===== config.mk =====
export PLATFORM = sky130hd
export DESIGN_NAME = spi_lcd_rx
export DESIGN_NICKNAME = d
export VERILOG_FILES = /design/src/rtl/spi_lcd_rx.sv
export SDC_FILE = /design/constraint.sdc
export NUM_CORES = 1
export LEC_CHECK = 0
export CAP_MARGIN = 20
export CORE_ASPECT_RATIO = 2
export CORE_UTILIZATION = 40
export DETAILED_ROUTE_END_ITERATION = 7
export MAX_ROUTING_LAYER = met4
export PLACE_DENSITY = 0.7
export SLEW_MARGIN = 30
export SYNTH_ARGS = -nofsm -noshare
export SYNTH_HDL_FRONTEND = slang
export SYNTH_SLANG_ARGS = --single-unit

===== constraint.sdc =====
create_clock -name clk -period 3.2 [get_ports clk]
set_clock_uncertainty 0.05 [all_clocks]
set_input_delay 0.32 -clock clk [delete_from_list [all_inputs] [get_ports clk]]
set_output_delay 0.32 -clock clk [all_outputs]
set_load 0.05 [all_outputs]

===== src/rtl/spi_lcd_rx.sv =====
// Receive-side decoder for a PCD8544-style serial display link: deserialises bytes,
// tracks the panel's X/Y RAM pointer and emits framebuffer writes. Define FRAME_CHECKSUM_EN for frame_sum.
module spi_lcd_rx #(
  parameter int COLS        = 84,
  parameter int ROWS        = 6,
  parameter int SYNC_STAGES = 2
) (
  input  logic        clk,
  input  logic        rst,
  input  logic        sclk,
  input  logic        mosi,
  input  logic        sce,
  input  logic        dc,
  input  logic        lcd_rst_n,
  output logic        fb_we,
  output logic [8:0]  fb_addr,
  output logic [7:0]  fb_data,
  output logic        cmd_valid,
  output logic [7:0]  cmd_byte,
  output logic        frame_done,
  output logic        abort,
  output logic [15:0] frame_sum
);

  localparam int XW = $clog2(COLS);
  localparam int YW = $clog2(ROWS);
  localparam logic [XW-1:0] X_LAST = XW'(COLS - 1);
  localparam logic [YW-1:0] Y_LAST = YW'(ROWS - 1);

  typedef enum logic [1:0] {IDLE, SHIFT, DECODE} state_t;

  state_t state, state_nxt;

  logic [SYNC_STAGES-1:0] sclk_sr, mosi_sr, sce_sr, dc_sr, lrst_sr;
  logic sclk_s, mosi_s, sce_s, dc_s, lrst_s, sclk_d;
  logic sclk_rise, byte_done, clr;

  logic [2:0]    bit_cnt;
  logic [7:0]    shreg;
  logic          dc_lat;
  logic [XW-1:0] x;
  logic [YW-1:0] y;
  logic          h, v, pd;
  logic          pd_unused;
  logic [8:0]    cur_addr;
  logic          at_last;

  // Input synchronisers; sce and lcd_rst_n idle high so reset holds them inactive
  always_ff @(posedge clk or posedge rst) begin
    if (rst) begin
      sclk_sr <= '0;
      mosi_sr <= '0;
      sce_sr  <= '1;
      dc_sr   <= '0;
      lrst_sr <= '1;
      sclk_d  <= 1'b0;
    end else begin
      sclk_sr <= {sclk_sr[SYNC_STAGES-2:0], sclk};
      mosi_sr <= {mosi_sr[SYNC_STAGES-2:0], mosi};
      sce_sr  <= {sce_sr[SYNC_STAGES-2:0], sce};
      dc_sr   <= {dc_sr[SYNC_STAGES-2:0], dc};
      lrst_sr <= {lrst_sr[SYNC_STAGES-2:0], lcd_rst_n};
      sclk_d  <= sclk_sr[SYNC_STAGES-1];
    end
  end

  assign sclk_s    = sclk_sr[SYNC_STAGES-1];
  assign mosi_s    = mosi_sr[SYNC_STAGES-1];
  assign sce_s     = sce_sr[SYNC_STAGES-1];
  assign dc_s      = dc_sr[SYNC_STAGES-1];
  assign lrst_s    = lrst_sr[SYNC_STAGES-1];
  assign clr       = ~lrst_s;
  assign sclk_rise = sclk_s & ~sclk_d;
  assign byte_done = (state == SHIFT) && sclk_rise && (bit_cnt == 3'd7);
  assign pd_unused = pd;

  always_ff @(posedge clk or posedge rst) begin
    if (rst) state <= IDLE;
    else     state <= state_nxt;
  end

  // A completing 8th edge wins over a simultaneous sce rise
  always_comb begin
    state_nxt = state;
    case (state)
      IDLE:    if (!sce_s) state_nxt = SHIFT;
      SHIFT:   if (byte_done) state_nxt = DECODE;
               else if (sce_s) state_nxt = IDLE;
      DECODE:  state_nxt = sce_s ? IDLE : SHIFT;
      default: state_nxt = IDLE;
    endcase
    if (clr) state_nxt = IDLE;
  end

  assign cur_addr = 9'(int'(y) * COLS + int'(x));
  assign at_last  = (x == X_LAST) && (y == Y_LAST);

  always_comb begin
    fb_we      = 1'b0;
    fb_addr    = '0;
    fb_data    = '0;
    frame_done = 1'b0;
    cmd_valid  = 1'b0;
    cmd_byte   = '0;
    abort      = 1'b0;
    if (!clr) begin
      if (state == DECODE) begin
        if (dc_lat) begin
          fb_we      = 1'b1;
          fb_addr    = cur_addr;
          fb_data    = shreg;
          frame_done = at_last;
        end else begin
          cmd_valid = 1'b1;
          cmd_byte  = shreg;
        end
      end
      if ((state == SHIFT) && sce_s && (bit_cnt != 3'd0) && !byte_done) abort = 1'b1;
    end
  end

  always_ff @(posedge clk or posedge rst) begin
    if (rst) begin
      bit_cnt <= '0;
      dc_lat  <= 1'b0;
    end else if (clr || state != SHIFT) begin
      bit_cnt <= '0;
    end else if (sclk_rise) begin
      bit_cnt <= bit_cnt + 3'd1;
      if (byte_done) dc_lat <= dc_s;
    end
  end

  always_ff @(posedge clk) begin
    if (state == SHIFT && sclk_rise) shreg <= {shreg[6:0], mosi_s};
  end

  // Pointer and function-set state follow the panel's own addressing rules
  always_ff @(posedge clk or posedge rst) begin
    if (rst) begin
      x  <= '0;
      y  <= '0;
      h  <= 1'b0;
      v  <= 1'b0;
      pd <= 1'b0;
    end else if (clr) begin
      x  <= '0;
      y  <= '0;
      h  <= 1'b0;
      v  <= 1'b0;
      pd <= 1'b0;
    end else if (state == DECODE) begin
      if (dc_lat) begin
        if (!v) begin
          if (x == X_LAST) begin
            x <= '0;
            y <= (y == Y_LAST) ? '0 : y + YW'(1);
          end else begin
            x <= x + XW'(1);
          end
        end else begin
          if (y == Y_LAST) begin
            y <= '0;
            x <= (x == X_LAST) ? '0 : x + XW'(1);
          end else begin
            y <= y + YW'(1);
          end
        end
      end else if (shreg[7:3] == 5'b00100) begin
        pd <= shreg[2];
        v  <= shreg[1];
        h  <= shreg[0];
      end else if (!h && shreg[7]) begin
        if (32'(shreg[6:0]) < COLS) x <= XW'(shreg[6:0]);
      end else if (!h && shreg[7:3] == 5'b01000) begin
        if (32'(shreg[2:0]) < ROWS) y <= YW'(shreg[2:0]);
      end
    end
  end

`ifdef FRAME_CHECKSUM_EN
  logic [15:0] acc, sum_q;

  always_ff @(posedge clk or posedge rst) begin
    if (rst) begin
      acc   <= '0;
      sum_q <= '0;
    end else if (clr) begin
      acc   <= '0;
      sum_q <= '0;
    end else if (fb_we) begin
      if (frame_done) begin
        sum_q <= acc + {8'h00, shreg};
        acc   <= '0;
      end else begin
        acc <= acc + {8'h00, shreg};
      end
    end
  end

  assign frame_sum = clr ? '0 : sum_q;
`else
  assign frame_sum = '0;
`endif

endmodule


==> results of run 1 <==
-- cells by family after synthesis --
| kind of cell | count (synthesis) | share of synthesized area [%] |
|---|---|---|
| and+or+nand+nor | 79 | 20.6 |
| AOI/OAI and AO/OA | 46 | 14.7 |
| other | 1 | 0.166 |
| adders and majority gates | 14 | 8.08 |
| xor gates and xnor gates | 5 | 1.94 |
| DFF | 37 | 42.9 |
| buffers and inverters | 35 | 8.85 |
| muxes | 6 | 2.77 |
-- placed cells by master (no fill, tap or decap), drive strengths merged, types with 4 or more instances in the layout --
cell type	instances
clkdlybuf4s50	31
dfrtp	25
conb	16
ha	13
o21ai	13
and2	12
nor2	12
inv	12
nand2	12
and3	11
nor2b	10
buf	10
edfxtp	8
clkbuf	8
a21oi	5
xnor2	5
nand2b	4
mux2i	4
a32o	4
a211oi	4
dfstp	4
-- synthesized netlist by cell type, drive strengths merged, types with 4 or more instances --
library cell  count
and2             12
dfstp             4
inv              12
ha               13
nor2             12
nor2b            10
xnor2             5
o21ai            13
edfxtp            8
nand2            12
mux2i             4
a211oi            4
and3             11
a32o              4
a21oi             5
buf              21
nand2b            4
dfrtp            25
-- how the worst max path moves through the flow --
stage,slack [ns],from,to
detailed placement,0.50,y[0],fb_addr[6]
global route,0.04,y[0],fb_addr[8]
floorplan,0.03,y[0],fb_addr[6]
global placement,0.55,y[0],fb_addr[6]
finish,0.16,y[0],fb_addr[6]
CTS,0.19,y[0],fb_addr[6]
-- routing by layer --
metal  vias up  GRT usage (%)
li1        838              -
met1       836           18.5
met2        48           37.3
met3        11           2.53
met4         0           9.46
met5         -              -
-- power by group --
part	switching [mW]	internal, mW	leakage, nW
combinational	0.106	0.0589	0.694
clock	0.155	0.155	0.0395
sequential	0.0284	0.504	0.435
total	0.290	0.718	1.17
-- registers in the layout, indices dropped and copies added (netlist names) --
signal / flops
x: 7
v: 1
h: 1
dc_sr: 2
bit_cnt: 3
state: 2
dc_lat: 1
lrst_sr: 2
y: 3
sclk_sr: 2
sclk_d: 1
sce_sr: 2
shreg: 8
mosi_sr: 2
-- metrics by stage --
step	hold slack [ns]	setup slack, ns
after floorplan	0.274	0.0307
after global placement	0.283	0.547
after detailed placement	0.287	0.504
after CTS	0.306	0.186
after global routing	0.313	0.0440
final	0.303	0.164
-- final cells by class --
cell class	count	area, µm²
clock buffer	8	80.1
timing repair buffer	41	410
inverter	12	45.0
tap	60	75.1
sequential	37	971
multi-input combinational	166	1150
fill	516	2690
==> report_table.html, run 1 <==
<table>
<tr><th>Metric</th><th>Value</th></tr>
<tr><th colspan="2">Placed design</th></tr>
<tr><td>Gp weighted congestion</td><td>0.863</td></tr>
<tr><td>Placed instance area</td><td>~0.0026 mm²</td></tr>
<tr><td>Number of placed instances, taps included</td><td>roughly 320</td></tr>
<tr><td>Dpl hpwl</td><td>3850 µm</td></tr>
<tr><td>Count of port buffers added during placement</td><td>35</td></tr>
<tr><th colspan="2">Route</th></tr>
<tr><td>Per-cell routed wire length</td><td>between 15 and 20 µm</td></tr>
<tr><td>Total wire length</td><td>5170 µm</td></tr>
<tr><td>Routed wire length on met2</td><td>3030 µm</td></tr>
<tr><td>DR WL met3</td><td>approximately 130 µm</td></tr>
<tr><td>Total vias in the final route</td><td>1733</td></tr>
<tr><td>Iteration count of the initial detailed-routing pass</td><td>4</td></tr>
<tr><td>Topmost layer with routed signal wires</td><td>met4</td></tr>
<tr><td>Routed length on met1</td><td>1890 µm</td></tr>
<tr><td>Detailed Route Iter0 Violations</td><td>29</td></tr>
<tr><td>Drt drc</td><td>0</td></tr>
<tr><td>Number of vias per cell</td><td>5.35</td></tr>
<tr><td>Count of nets left with antenna violations after detail routing</td><td>0</td></tr>
<tr><th colspan="2">Die</th></tr>
<tr><td>Width of the die</td><td>55.2 µm</td></tr>
<tr><td>Die Footprint</td><td>0.00598 mm²</td></tr>
<tr><td>Count of standard-cell rows</td><td>38</td></tr>
<tr><td>Ports placed on the boundary</td><td>52</td></tr>
<tr><td>Area of the placeable core</td><td>~0.0054 mm²</td></tr>
<tr><td>Vertical die dimension</td><td>108 µm</td></tr>
<tr><td>Starting utilization of the core area</td><td>41.7%</td></tr>
<tr><th colspan="2">Global route</th></tr>
<tr><td>Via count of the first global-routing pass</td><td>1692</td></tr>
<tr><td>Number of antenna violations at the first check in global routing</td><td>0</td></tr>
<tr><td>Global route total overflow</td><td>0</td></tr>
<tr><td>Largest net degree at the start of global routing</td><td>28</td></tr>
<tr><td>Global-route wire length before repair</td><td>8110 µm</td></tr>
<tr><td>Tot GR Track Use</td><td>approximately 20%</td></tr>
<tr><th colspan="2">Synthesis</th></tr>
<tr><td>FF+latch count, synth</td><td>37</td></tr>
<tr><td>Most area-consuming cells after synthesis</td><td>sky130_fd_sc_hd__dfrtp_1, sky130_fd_sc_hd__edfxtp_1, sky130_fd_sc_hd__ha_1</td></tr>
<tr><td>Post-synth top area share</td><td>27.7%</td></tr>
<tr><td>Synth Area per Inst</td><td>10.1 µm²</td></tr>
<tr><td>Count of flip-flops with a built-in enable after synthesis</td><td>8</td></tr>
<tr><td>Sequential-to-total area share from yosys stat</td><td>42.9%</td></tr>
<tr><td>Synth Flop Type</td><td>sky130_fd_sc_hd__dfrtp_1</td></tr>
<tr><td>Asr flop ratio synth</td><td>78.4%</td></tr>
<tr><td>Warnings from Yosys</td><td>0</td></tr>
<tr><td>Post-synthesis cell count</td><td>223</td></tr>
<tr><td>Post-synthesis cell type with the largest combined area</td><td>sky130_fd_sc_hd__dfrtp_1</td></tr>
<tr><td>Post-synth cell types</td><td>52</td></tr>
<tr><td>Post-synth design cell area</td><td>0.00226 mm²</td></tr>
<tr><th colspan="2">CTS</th></tr>
<tr><td>Post-CTS Setup Repair Bufs</td><td>0</td></tr>
<tr><td>Longest Clk Path Bufs</td><td>2</td></tr>
<tr><td>Post-cts gate resize count</td><td>0</td></tr>
<tr><td>Clock slew at reported path FFs</td><td>0.07 ns</td></tr>
<tr><td>Worst-Skew Late Latency</td><td>0.29 ns</td></tr>
<tr><td>Num Clock Sinks</td><td>37</td></tr>
<tr><td>Count of hold-fix buffers inserted at cts</td><td>0</td></tr>
<tr><td>Clock root buffer</td><td>sky130_fd_sc_hd__clkbuf_8</td></tr>
<tr><td>H-tree levels</td><td>2</td></tr>
<tr><td>Inserted Clock Buffers</td><td>5</td></tr>
<tr><td>CTS tree</td><td>built</td></tr>
<tr><th colspan="2">Timing</th></tr>
<tr><td>Max transition margin</td><td>46.3%</td></tr>
<tr><td>RSZ-0062 raised after global routing</td><td>false</td></tr>
<tr><td>Final Max Slew Viols</td><td>0</td></tr>
<tr><td>Transition at the pin with the smallest max-transition slack</td><td>0.806 ns</td></tr>
<tr><td>Final cycle utilization of the critical path</td><td>94.9%</td></tr>
<tr><td>Fin Setup TNS</td><td>0 ns</td></tr>
<tr><td>Hold violation total from the final report</td><td>0</td></tr>
<tr><td>Maximum achievable frequency</td><td>0.329 GHz</td></tr>
<tr><td>Time the final worst path needs with I/O delays and setup</td><td>3.04 ns</td></tr>
<tr><td>Endpoints failing setup</td><td>0</td></tr>
<tr><th colspan="2">Setup path</th></tr>
<tr><td>Critical path's slowest cell</td><td>sky130_fd_sc_hd__dfrtp_1</td></tr>
<tr><td>Bufs and invs on worst path</td><td>1</td></tr>
<tr><td>FF-to-FF setup slack</td><td>0.89 ns</td></tr>
<tr><td>Critical path's top delay family</td><td>adder cells</td></tr>
<tr><td>Length in cells of the worst reg-to-reg path</td><td>5</td></tr>
<tr><td>Most repeated library cell on the critical path</td><td>sky130_fd_sc_hd__ha_1</td></tr>
<tr><td>Terminus of the critical flop-to-flop path</td><td>x[2]</td></tr>
<tr><td>Setup crit start kind</td><td>flip-flop</td></tr>
<tr><td>Critical path peak fanout</td><td>8</td></tr>
<tr><td>Biggest cell delay along the critical path</td><td>0.46 ns</td></tr>
<tr><td>Worst setup path category</td><td>reg -&gt; out</td></tr>
<tr><td>Data required time at the worst endpoint</td><td>approximately 2.8 ns</td></tr>
<tr><td>Crit. path cell count</td><td>8</td></tr>
<tr><td>Arrival time of data at the critical path endpoint</td><td>2.67 ns</td></tr>
<tr><td>CP cell instances</td><td>ha_1 &gt; ha_1 &gt; ha_1 &gt; ha_1 &gt; o21a_1 &gt; o31a_1 &gt; a211oi_1 &gt; buf_12</td></tr>
<tr><td>Crit path capture type</td><td>primary output</td></tr>
<tr><td>Reg2reg start</td><td>dc_lat</td></tr>
<tr><th colspan="2">Layout</th></tr>
<tr><td>Net count of the finished layout</td><td>284</td></tr>
<tr><td>Summed area of non-filler cells in the final layout</td><td>0.00273 mm²</td></tr>
<tr><td>Final std cells w/o fill</td><td>324</td></tr>
<tr><td>N_diodes</td><td>0</td></tr>
<tr><td>Area added between synthesis and finish</td><td>20.6%</td></tr>
<tr><td>Core Util, Final</td><td>between 50% and 60%</td></tr>
<tr><td>Fraction of final layout cells sized beyond drive strength 1</td><td>11.4%</td></tr>
<tr><th colspan="2">Min path</th></tr>
<tr><td>Endpoint with the worst hold slack</td><td>dc_sr[1]</td></tr>
<tr><td>HP Class</td><td>reg -&gt; reg</td></tr>
<tr><td>Launch point of the worst hold path</td><td>dc_sr[0]</td></tr>
<tr><td>Hold path depth</td><td>0</td></tr>
<tr><th colspan="2">Job</th></tr>
<tr><td>Number of violations of the max-capacitance limit</td><td>0</td></tr>
<tr><th colspan="2">Pwr</th></tr>
<tr><td>Final Power</td><td>about 1 mW</td></tr>
<tr><td>VDD IR max</td><td>0.271 mV</td></tr>
<tr><td>Static leakage</td><td>roughly 1.2 nW</td></tr>
<tr><td>Power density relative to cell area</td><td>369 mW/mm²</td></tr>
<tr><th colspan="2">Status</th></tr>
<tr><td>Status</td><td>finished, final reports clean</td></tr>
</table>
No activity file was read; power rests on OpenSTA's default activity.
==> inputs of run 2 (changes only) <==
Settings changed: SLEW_MARGIN 30 to 20.
==> results of run 2 <==
No change in the layout: final DEF, timing and power equal those of run 1.
